`src/rtl/stream_encoder_m.sv`:
```
// stream_encoder_m: fetches WORDS 32-bit words of shared memory over an
// AXI4-Lite read master and sends them as a framed 16-bit transceiver stream:
//   SOF {FB,seg_id} | HDR base[15:0] | DATA halves (upper first) | [CSUM] | EOF FDBC
// IDLE words (BCBC, both K) fill the line between frames.
// Optional feature macro: STREAM_ENCODER_CSUM_EN adds the 16-bit checksum word.
// Ports:
//   clk, rst_n          clock, async active-low reset
//   start               frame request (ignored while busy)
//   base_addr, seg_id   frame parameters, sampled on accepted start
//   tx_ena              transceiver word strobe (consumes tx_data_out)
//   tx_data_out         {data[15:0], iskey[1:0]}
//   busy, err           frame in progress / sticky read error
//   shared_data_in_i    AXI4-Lite master (read only)
package stream_encoder_pkg;
  typedef struct packed {
    logic [15:0] data;
    logic [1:0]  iskey;
  } xcvr_tx_data_word_t;

  localparam logic [15:0] K_IDLE   = 16'hBCBC;
  localparam logic [7:0]  K_SOF_HI = 8'hFB;
  localparam logic [15:0] K_EOF    = 16'hFDBC;
endpackage

module stream_encoder_m
  import stream_encoder_pkg::*;
#(
  parameter int unsigned AW    = 32,
  parameter int unsigned DW    = 32,
  parameter int unsigned WORDS = 4
) (
  input  logic               clk,
  input  logic               rst_n,
  input  logic               start,
  input  logic [AW-1:0]      base_addr,
  input  logic [7:0]         seg_id,
  input  logic               tx_ena,
  output xcvr_tx_data_word_t tx_data_out,
  output logic               busy,
  output logic               err,
  axi4_lite_if.master        shared_data_in_i
);

  localparam int unsigned CW = 9;
  localparam int unsigned IW = (WORDS > 1) ? $clog2(WORDS) : 1;

  typedef enum logic [2:0] {
    S_IDLE  = 3'd0,
    S_FETCH = 3'd1,
    S_SOF   = 3'd2,
    S_HDR   = 3'd3,
    S_DATA  = 3'd4,
`ifdef STREAM_ENCODER_CSUM_EN
    S_CSUM  = 3'd5,
`endif
    S_EOF   = 3'd6
  } state_t;

  state_t        r_state;
  state_t        w_next;
  logic [CW-1:0] r_cnt;      // word index while fetching, half index while sending
  logic [AW-1:0] r_base;
  logic [7:0]    r_seg;
  logic          r_err;
  logic          r_ar_pend;  // 1: AR not yet accepted, 0: waiting for R
  logic [31:0]   r_buf [WORDS];
`ifdef STREAM_ENCODER_CSUM_EN
  logic [15:0]   r_csum;
`endif

  logic          w_arvalid;
  logic          w_rready;
  logic          w_ar_hs;
  logic          w_r_hs;
  logic          w_r_bad;
  logic          w_last_fetch;
  logic          w_last_half;
  logic [IW-1:0] w_fidx;
  logic [IW-1:0] w_didx;
  logic [31:0]   w_word;
  logic [15:0]   w_half;

  assign w_ar_hs      = w_arvalid && shared_data_in_i.arready;
  assign w_r_hs       = w_rready && shared_data_in_i.rvalid;
  assign w_r_bad      = (shared_data_in_i.rresp != 2'b00);
  assign w_last_fetch = (r_cnt == CW'(WORDS - 1));
  assign w_last_half  = (r_cnt == CW'(2 * WORDS - 1));
  assign w_fidx       = r_cnt[IW-1:0];
  assign w_didx       = r_cnt[IW:1];
  assign w_word       = r_buf[w_didx];
  assign w_half       = r_cnt[0] ? w_word[15:0] : w_word[31:16];

  // State register
  always_ff @(posedge clk or negedge rst_n) begin
    if (!rst_n) r_state <= S_IDLE;
    else        r_state <= w_next;
  end

  // Next-state logic
  always_comb begin
    w_next = r_state;
    case (r_state)
      S_IDLE:  if (start) w_next = S_FETCH;
      S_FETCH: begin
        if (w_r_hs) begin
          if (w_r_bad)           w_next = S_IDLE;
          else if (w_last_fetch) w_next = S_SOF;
        end
      end
      S_SOF:   if (tx_ena) w_next = S_HDR;
      S_HDR:   if (tx_ena) w_next = S_DATA;
`ifdef STREAM_ENCODER_CSUM_EN
      S_DATA:  if (tx_ena && w_last_half) w_next = S_CSUM;
      S_CSUM:  if (tx_ena) w_next = S_EOF;
`else
      S_DATA:  if (tx_ena && w_last_half) w_next = S_EOF;
`endif
      S_EOF:   if (tx_ena) w_next = S_IDLE;
      default: w_next = S_IDLE;
    endcase
  end

  // Output decode from registered state
  always_comb begin
    tx_data_out.data  = K_IDLE;
    tx_data_out.iskey = 2'b11;
    busy              = (r_state != S_IDLE);
    w_arvalid         = 1'b0;
    w_rready          = 1'b0;
    case (r_state)
      S_FETCH: begin
        w_arvalid = r_ar_pend;
        w_rready  = !r_ar_pend;
      end
      S_SOF: begin
        tx_data_out.data  = {K_SOF_HI, r_seg};
        tx_data_out.iskey = 2'b10;
      end
      S_HDR: begin
        tx_data_out.data  = 16'(r_base);
        tx_data_out.iskey = 2'b00;
      end
      S_DATA: begin
        tx_data_out.data  = w_half;
        tx_data_out.iskey = 2'b00;
      end
`ifdef STREAM_ENCODER_CSUM_EN
      S_CSUM: begin
        tx_data_out.data  = r_csum;
        tx_data_out.iskey = 2'b00;
      end
`endif
      S_EOF: begin
        tx_data_out.data  = K_EOF;
        tx_data_out.iskey = 2'b11;
      end
      default: ;
    endcase
  end

  assign err                      = r_err;
  assign shared_data_in_i.arvalid = w_arvalid;
  assign shared_data_in_i.rready  = w_rready;
  assign shared_data_in_i.araddr  = r_base + AW'({r_cnt, 2'b00});
  assign shared_data_in_i.awvalid = 1'b0;
  assign shared_data_in_i.wvalid  = 1'b0;
  assign shared_data_in_i.bready  = 1'b1;

  // Frame parameters, counters, error flag and checksum
  always_ff @(posedge clk or negedge rst_n) begin
    if (!rst_n) begin
      r_cnt     <= '0;
      r_base    <= '0;
      r_seg     <= '0;
      r_err     <= 1'b0;
      r_ar_pend <= 1'b0;
`ifdef STREAM_ENCODER_CSUM_EN
      r_csum    <= '0;
`endif
    end else begin
      case (r_state)
        S_IDLE: begin
          if (start) begin
            r_base    <= base_addr;
            r_seg     <= seg_id;
            r_err     <= 1'b0;
            r_cnt     <= '0;
            r_ar_pend <= 1'b1;
`ifdef STREAM_ENCODER_CSUM_EN
            r_csum    <= '0;
`endif
          end
        end
        S_FETCH: begin
          if (w_ar_hs) r_ar_pend <= 1'b0;
          if (w_r_hs) begin
            if (w_r_bad) begin
              r_err <= 1'b1;
            end else if (w_last_fetch) begin
              r_cnt <= '0;
            end else begin
              r_cnt     <= r_cnt + CW'(1);
              r_ar_pend <= 1'b1;
            end
          end
        end
        S_DATA: begin
          if (tx_ena) begin
            r_cnt  <= r_cnt + CW'(1);
`ifdef STREAM_ENCODER_CSUM_EN
            r_csum <= r_csum + w_half;
`endif
          end
        end
        default: ;
      endcase
    end
  end

  // Read buffer; contents are don't-care after reset or a failed fetch
  always_ff @(posedge clk) begin
    if (r_state == S_FETCH && w_r_hs && !w_r_bad) r_buf[w_fidx] <= 32'(shared_data_in_i.rdata);
  end

endmodule

```
`src/rtl/stream_encoder_m_if.sv`:
```
// axi4_lite_if: AXI4-Lite bundle used by stream_encoder_m.
// Only the read channels carry traffic. The write channels are reduced to the
// three handshake signals that the encoder ties inactive.
// Parameters: AW address width, DW data width.
// Modports: master (the encoder), slave (memory fabric / bench model).
interface axi4_lite_if #(
  parameter int unsigned AW = 32,
  parameter int unsigned DW = 32
);
  logic [AW-1:0] araddr;
  logic          arvalid;
  logic          arready;
  logic [DW-1:0] rdata;
  logic [1:0]    rresp;
  logic          rvalid;
  logic          rready;
  logic          awvalid;
  logic          wvalid;
  logic          bready;

  modport master (
    output araddr, arvalid, rready, awvalid, wvalid, bready,
    input  arready, rdata, rresp, rvalid
  );

  modport slave (
    input  araddr, arvalid, rready, awvalid, wvalid, bready,
    output arready, rdata, rresp, rvalid
  );
endinterface

```
`src/flat_wrapper.sv`:
```
// flat-port wrapper written by rule: the top's interface ports become plain ports
module stream_encoder_m_flat import stream_encoder_pkg::*;
#(
  parameter int unsigned AW    = 32,
  parameter int unsigned DW    = 32,
  parameter int unsigned WORDS = 4
)
  (clk, rst_n, start, base_addr, seg_id, tx_ena, tx_data_out, busy, err, shared_data_in_i_araddr, shared_data_in_i_arvalid, shared_data_in_i_rready, shared_data_in_i_awvalid, shared_data_in_i_wvalid, shared_data_in_i_bready, shared_data_in_i_arready, shared_data_in_i_rdata, shared_data_in_i_rresp, shared_data_in_i_rvalid);
  axi4_lite_if #(.AW(AW), .DW(DW)) shared_data_in_i_i ();
  input  logic clk;
  input  logic rst_n;
  input  logic start;
  input  logic [AW-1:0] base_addr;
  input  logic [7:0] seg_id;
  input  logic tx_ena;
  output xcvr_tx_data_word_t tx_data_out;
  output logic busy;
  output logic err;
  output wire logic [$bits(shared_data_in_i_i.araddr)-1:0] shared_data_in_i_araddr;
  output wire logic [$bits(shared_data_in_i_i.arvalid)-1:0] shared_data_in_i_arvalid;
  output wire logic [$bits(shared_data_in_i_i.rready)-1:0] shared_data_in_i_rready;
  output wire logic [$bits(shared_data_in_i_i.awvalid)-1:0] shared_data_in_i_awvalid;
  output wire logic [$bits(shared_data_in_i_i.wvalid)-1:0] shared_data_in_i_wvalid;
  output wire logic [$bits(shared_data_in_i_i.bready)-1:0] shared_data_in_i_bready;
  input wire logic [$bits(shared_data_in_i_i.arready)-1:0] shared_data_in_i_arready;
  input wire logic [$bits(shared_data_in_i_i.rdata)-1:0] shared_data_in_i_rdata;
  input wire logic [$bits(shared_data_in_i_i.rresp)-1:0] shared_data_in_i_rresp;
  input wire logic [$bits(shared_data_in_i_i.rvalid)-1:0] shared_data_in_i_rvalid;
  assign shared_data_in_i_araddr = shared_data_in_i_i.araddr;
  assign shared_data_in_i_arvalid = shared_data_in_i_i.arvalid;
  assign shared_data_in_i_rready = shared_data_in_i_i.rready;
  assign shared_data_in_i_awvalid = shared_data_in_i_i.awvalid;
  assign shared_data_in_i_wvalid = shared_data_in_i_i.wvalid;
  assign shared_data_in_i_bready = shared_data_in_i_i.bready;
  assign shared_data_in_i_i.arready = shared_data_in_i_arready;
  assign shared_data_in_i_i.rdata = shared_data_in_i_rdata;
  assign shared_data_in_i_i.rresp = shared_data_in_i_rresp;
  assign shared_data_in_i_i.rvalid = shared_data_in_i_rvalid;
  stream_encoder_m #(.AW(AW), .DW(DW), .WORDS(WORDS)) u_core (.clk(clk), .rst_n(rst_n), .start(start), .base_addr(base_addr), .seg_id(seg_id), .tx_ena(tx_ena), .tx_data_out(tx_data_out), .busy(busy), .err(err), .shared_data_in_i(shared_data_in_i_i));
endmodule
```
`config.mk`:
```
export PLATFORM = sky130hd
export DESIGN_NAME = stream_encoder_m_flat
export DESIGN_NICKNAME = d
export VERILOG_FILES = /design/src/rtl/stream_encoder_m.sv /design/src/rtl/stream_encoder_m_if.sv /design/src/flat_wrapper.sv
export SDC_FILE = /design/constraint.sdc
export NUM_CORES = 1
export LEC_CHECK = 0
export ABC_AREA = 1
export BUFFER_PORTS_ARGS = -buffer_cell sky130_fd_sc_hd__buf_2
export CORE_MARGIN = 1
export CORE_UTILIZATION = 45
export DETAILED_ROUTE_END_ITERATION = 12
export PLACE_DENSITY = 0.66
export SLEW_MARGIN = 10
export SYNTH_ARGS = -nofsm -noshare
export SYNTH_HDL_FRONTEND = slang
export SYNTH_SLANG_ARGS = --single-unit
```
`constraint.sdc`:
```
create_clock -name clk -period 4.6 [get_ports clk]
set_clock_uncertainty 0.15 [all_clocks]
set_input_delay 0.69 -clock clk [delete_from_list [all_inputs] [get_ports clk]]
set_output_delay 0.69 -clock clk [all_outputs]
set_load 0.02 [all_outputs]
```
==> results.md <==
* Outcome: finished, final reports clean
* Setup crit start kind: flip-flop
* Register Area at 0.005196 mm²
* Final min period at 3.591 ns
* Max Clk Rate at 278.5 MHz
* Max-cap viol count at 0
* Post-synth EDFFs at 128
* Vias in the first global route at approximately 6700
* Root Driver: clkbuf_16
* Crit-path max FO at 68
* Crit path cell chain: buf_4, ha_1, nand2_1, nand2_1, and2_1, nand3_1, nand2_1, xor2_1, buf_2
* Drt pass-1 iters at 5
* Peak supply drop at 0.3176 mV
* Family with the most delay on the worst path: buffers and inverters
* Critical Path Stages at 9
* # fillers at 1834
* Worst path required time at about 3.8 ns
* Final net count at 1195
* Hold slack at 0.2327 ns
* PwrDens at about 530 mW/mm²
* Cts bufs inserted at 17
* Yosys cell types at 39
* Hold Path Class: in2async
* Commonest non-fill, non-tap cells in the layout: 277 x nand2_1, 133 x buf_2, 132 x nor2_1
* First-pass GRT wire length at 35.39 mm
* Post-DRT Antenna Nets at 0
* Iteration-0 DRC Markers at approximately 570
* Most common cell after layout, fill and taps aside: nand2_1
* RSZ-0062 raised after global routing: false
* Initial Util at 0.4602
* Fraction of layout cells with a size suffix above 1 at 0.1813
* Mapped Cells at 981
* Crit. Startpoint: u_core.r_cnt[1]
* Die X at around 140 µm
* Top_reg_cell synth: edfxtp_1
* # hold bufs at CTS at 0
* Reg2Reg Depth at 5
* Total global-route track usage at 0.2325
* # IOs at 137
* Yosys reg bits at 182
* ANT cells at 0
* Sink Count at 182
* Setup Buffers After CTS at 0
* Placed instance count at between 1000 and 1500
* DR vias at around 7200
* Synthesized area at approximately 0.0090 mm²
* Largest net degree at the start of global routing at 69
* Crit path arrival time at 2.75 ns
* Final setup TNS at 0 ns
* Slowest stage delay, CP at between 0.5 and 0.6 ns
* Initial antenna violation count at 2
* Reg-to-Reg Start: u_core.r_cnt[0]
* Multi-input gate area at 0.003263 mm²
* Clk_lat worst skew at 0.43 ns
* Fin cells at 1379
* Hold Fails Final Rpt at 0
* GRT overflow at 0
* Crit path buf inv count at 2
* Die area at about 0.02 mm²
* Worst r2r dst: u_core.r_buf[2][13]
* IO buf count at 133
* Worst-path clk slew at 0.08 ns
* WL per Instance at 16.63 µm
* Asr flop ratio synth at 0.2967
* Clock H-tree levels at 4
* Worst Tran Pin Value at 0.9549 ns
* Final setup vio count at 0
* CTS resizes at 0
* Die Height at 143.1 µm
* Synth warn at 0
* Leakage at about 4.5 nW
* CP max-delay cell: buf_4
* Core ar. at between 0.015 and 0.02 mm²
* Synthesis-to-layout area growth at 16.01%
* Cell mode on critical path: nand2_1
* GPL Wtd Cong at just under 0.9
* Row cnt at slightly above 50
* HPWL Detailed at 15.51 mm
* WL final at 22.94 mm
* CTS tree: yes
* Slew HR at 0.3627
* Residual DRC count at 0
* Max clock buf depth at 2
* Setup CP Type: reg2out
* Period utilisation layout at 0.7807
* Register area share after synthesis at 0.5800
* Pins over their slew limit at 0
* Vias per inst at 5.189
* Critical path endpoint: shared_data_in_i_araddr[13]
* Syn_area_per_cell at 9.131 µm²
* Crit. End Element: primary output
* Reg-to-reg slack, setup at 1.76 ns
==> worst min path at each step <==
stage          slack (ns)  cells past startpoint           endpoint
6_report             0.23                      2  u_core.r_base[22]
5_1_grt              0.30                      2  u_core.r_base[24]
4_1_cts              0.25                      2  u_core.r_base[22]
3_5_place_dp         0.31                      2    u_core.r_seg[6]
3_3_place_gp         0.31                      2    u_core.r_seg[6]
2_1_floorplan        0.24                      0         u_core.err
==> per-stage QoR <==
stage                     instance area [µm²]  power (mW)    util  worst slack (ns)
final                                   10390       5.509  0.5339             1.009
after CTS                               10390       5.528  0.5339             1.015
after global placement                   9824       4.116  0.5048             1.521
after floorplan                          8961       3.504       -             1.469
after global routing                    10390       5.831  0.5339            0.8149
after detailed placement                 9824       4.133  0.5048             1.488
==> kinds of logic after synthesis <==
family / Yosys count / synth area share
DFF: 182 / 0.5800
adders and majority gates: 14 / 0.02039
xor gates and xnor gates: 13 / 0.01271
AOI/OAI and AO/OA: 149 / 0.09582
and+or+nand+nor: 504 / 0.2330
buffers and inverters: 117 / 0.05727
other: 2 / 0.0008384
==> worst register-to-register path, delay by kind of cell, from the launching register on <==
| kind | cells | cell delay [ns] |
|---|---|---|
| adder cells (fa/ha/maj) | 1 | 0.29 |
| buffers and inverters | 3 | 1.24 |
| flip-flops | 1 | 0.52 |
| AND/OR/NAND/NOR | 1 | 0.29 |
==> layer usage <==
layer	GRT usage	share of wire	up-vias
met2	0.3718	0.47	217
li1	-	-	3519
met4	0.07131	0.014	4
met5	0	0.00096	-
met1	0.3181	0.45	3384
met3	0.04695	0.065	31
==> power breakdown <==
group	internal (mW)	switching, mW	total, mW
sequential	1.97	0.249	2.22
clock	0.720	0.675	1.39
combinational	0.579	1.31	1.89
==> Yosys cell counts, types with 7 or more instances <==
| master | instances | area [µm²] |
|---|---|---|
| nor2_1 | 136 | 510.5 |
| buf_4 | 7 | 52.55 |
| inv_1 | 61 | 229.0 |
| o21ai_0 | 69 | 345.3 |
| o21ai_1 | 21 | 105.1 |
| dfrtp_1 | 54 | 1351 |
| nand4_1 | 9 | 56.30 |
| buf_2 | 18 | 90.09 |
| edfxtp_1 | 128 | 3844 |
| o211ai_1 | 35 | 262.8 |
| nor3_1 | 7 | 35.03 |
| a21oi_1 | 16 | 80.08 |
| ha_1 | 13 | 162.7 |
| nand2_1 | 277 | 1040 |
| clkbuf_1 | 13 | 48.80 |
| nand3_1 | 53 | 265.3 |
| nand3b_1 | 7 | 52.55 |
| inv_2 | 12 | 45.04 |
| xor2_1 | 11 | 96.34 |
==> final cells by class <==
| class | instances | share of cell area |
|---|---|---|
| Clock buffer | 19 | 0.04166 |
| Sequential cell | 182 | 0.5001 |
| Multi-Input combinational cell | 683 | 0.3140 |
| Timing Repair Buffer | 143 | 0.07249 |
| Inverter | 74 | 0.02697 |
| Tap cell | 265 | 0.03191 |
| Clock inverter | 13 | 0.01288 |
==> registers in the layout (all words and copies together), names as in the netlist <==
signal	count
u_core.r_cnt	9
u_core.r_state	3
u_core.r_ar_pend	1
u_core.r_base	32
u_core.err	1
u_core.r_seg	8
u_core.r_buf	128
(Power assumes the default switching activity.)
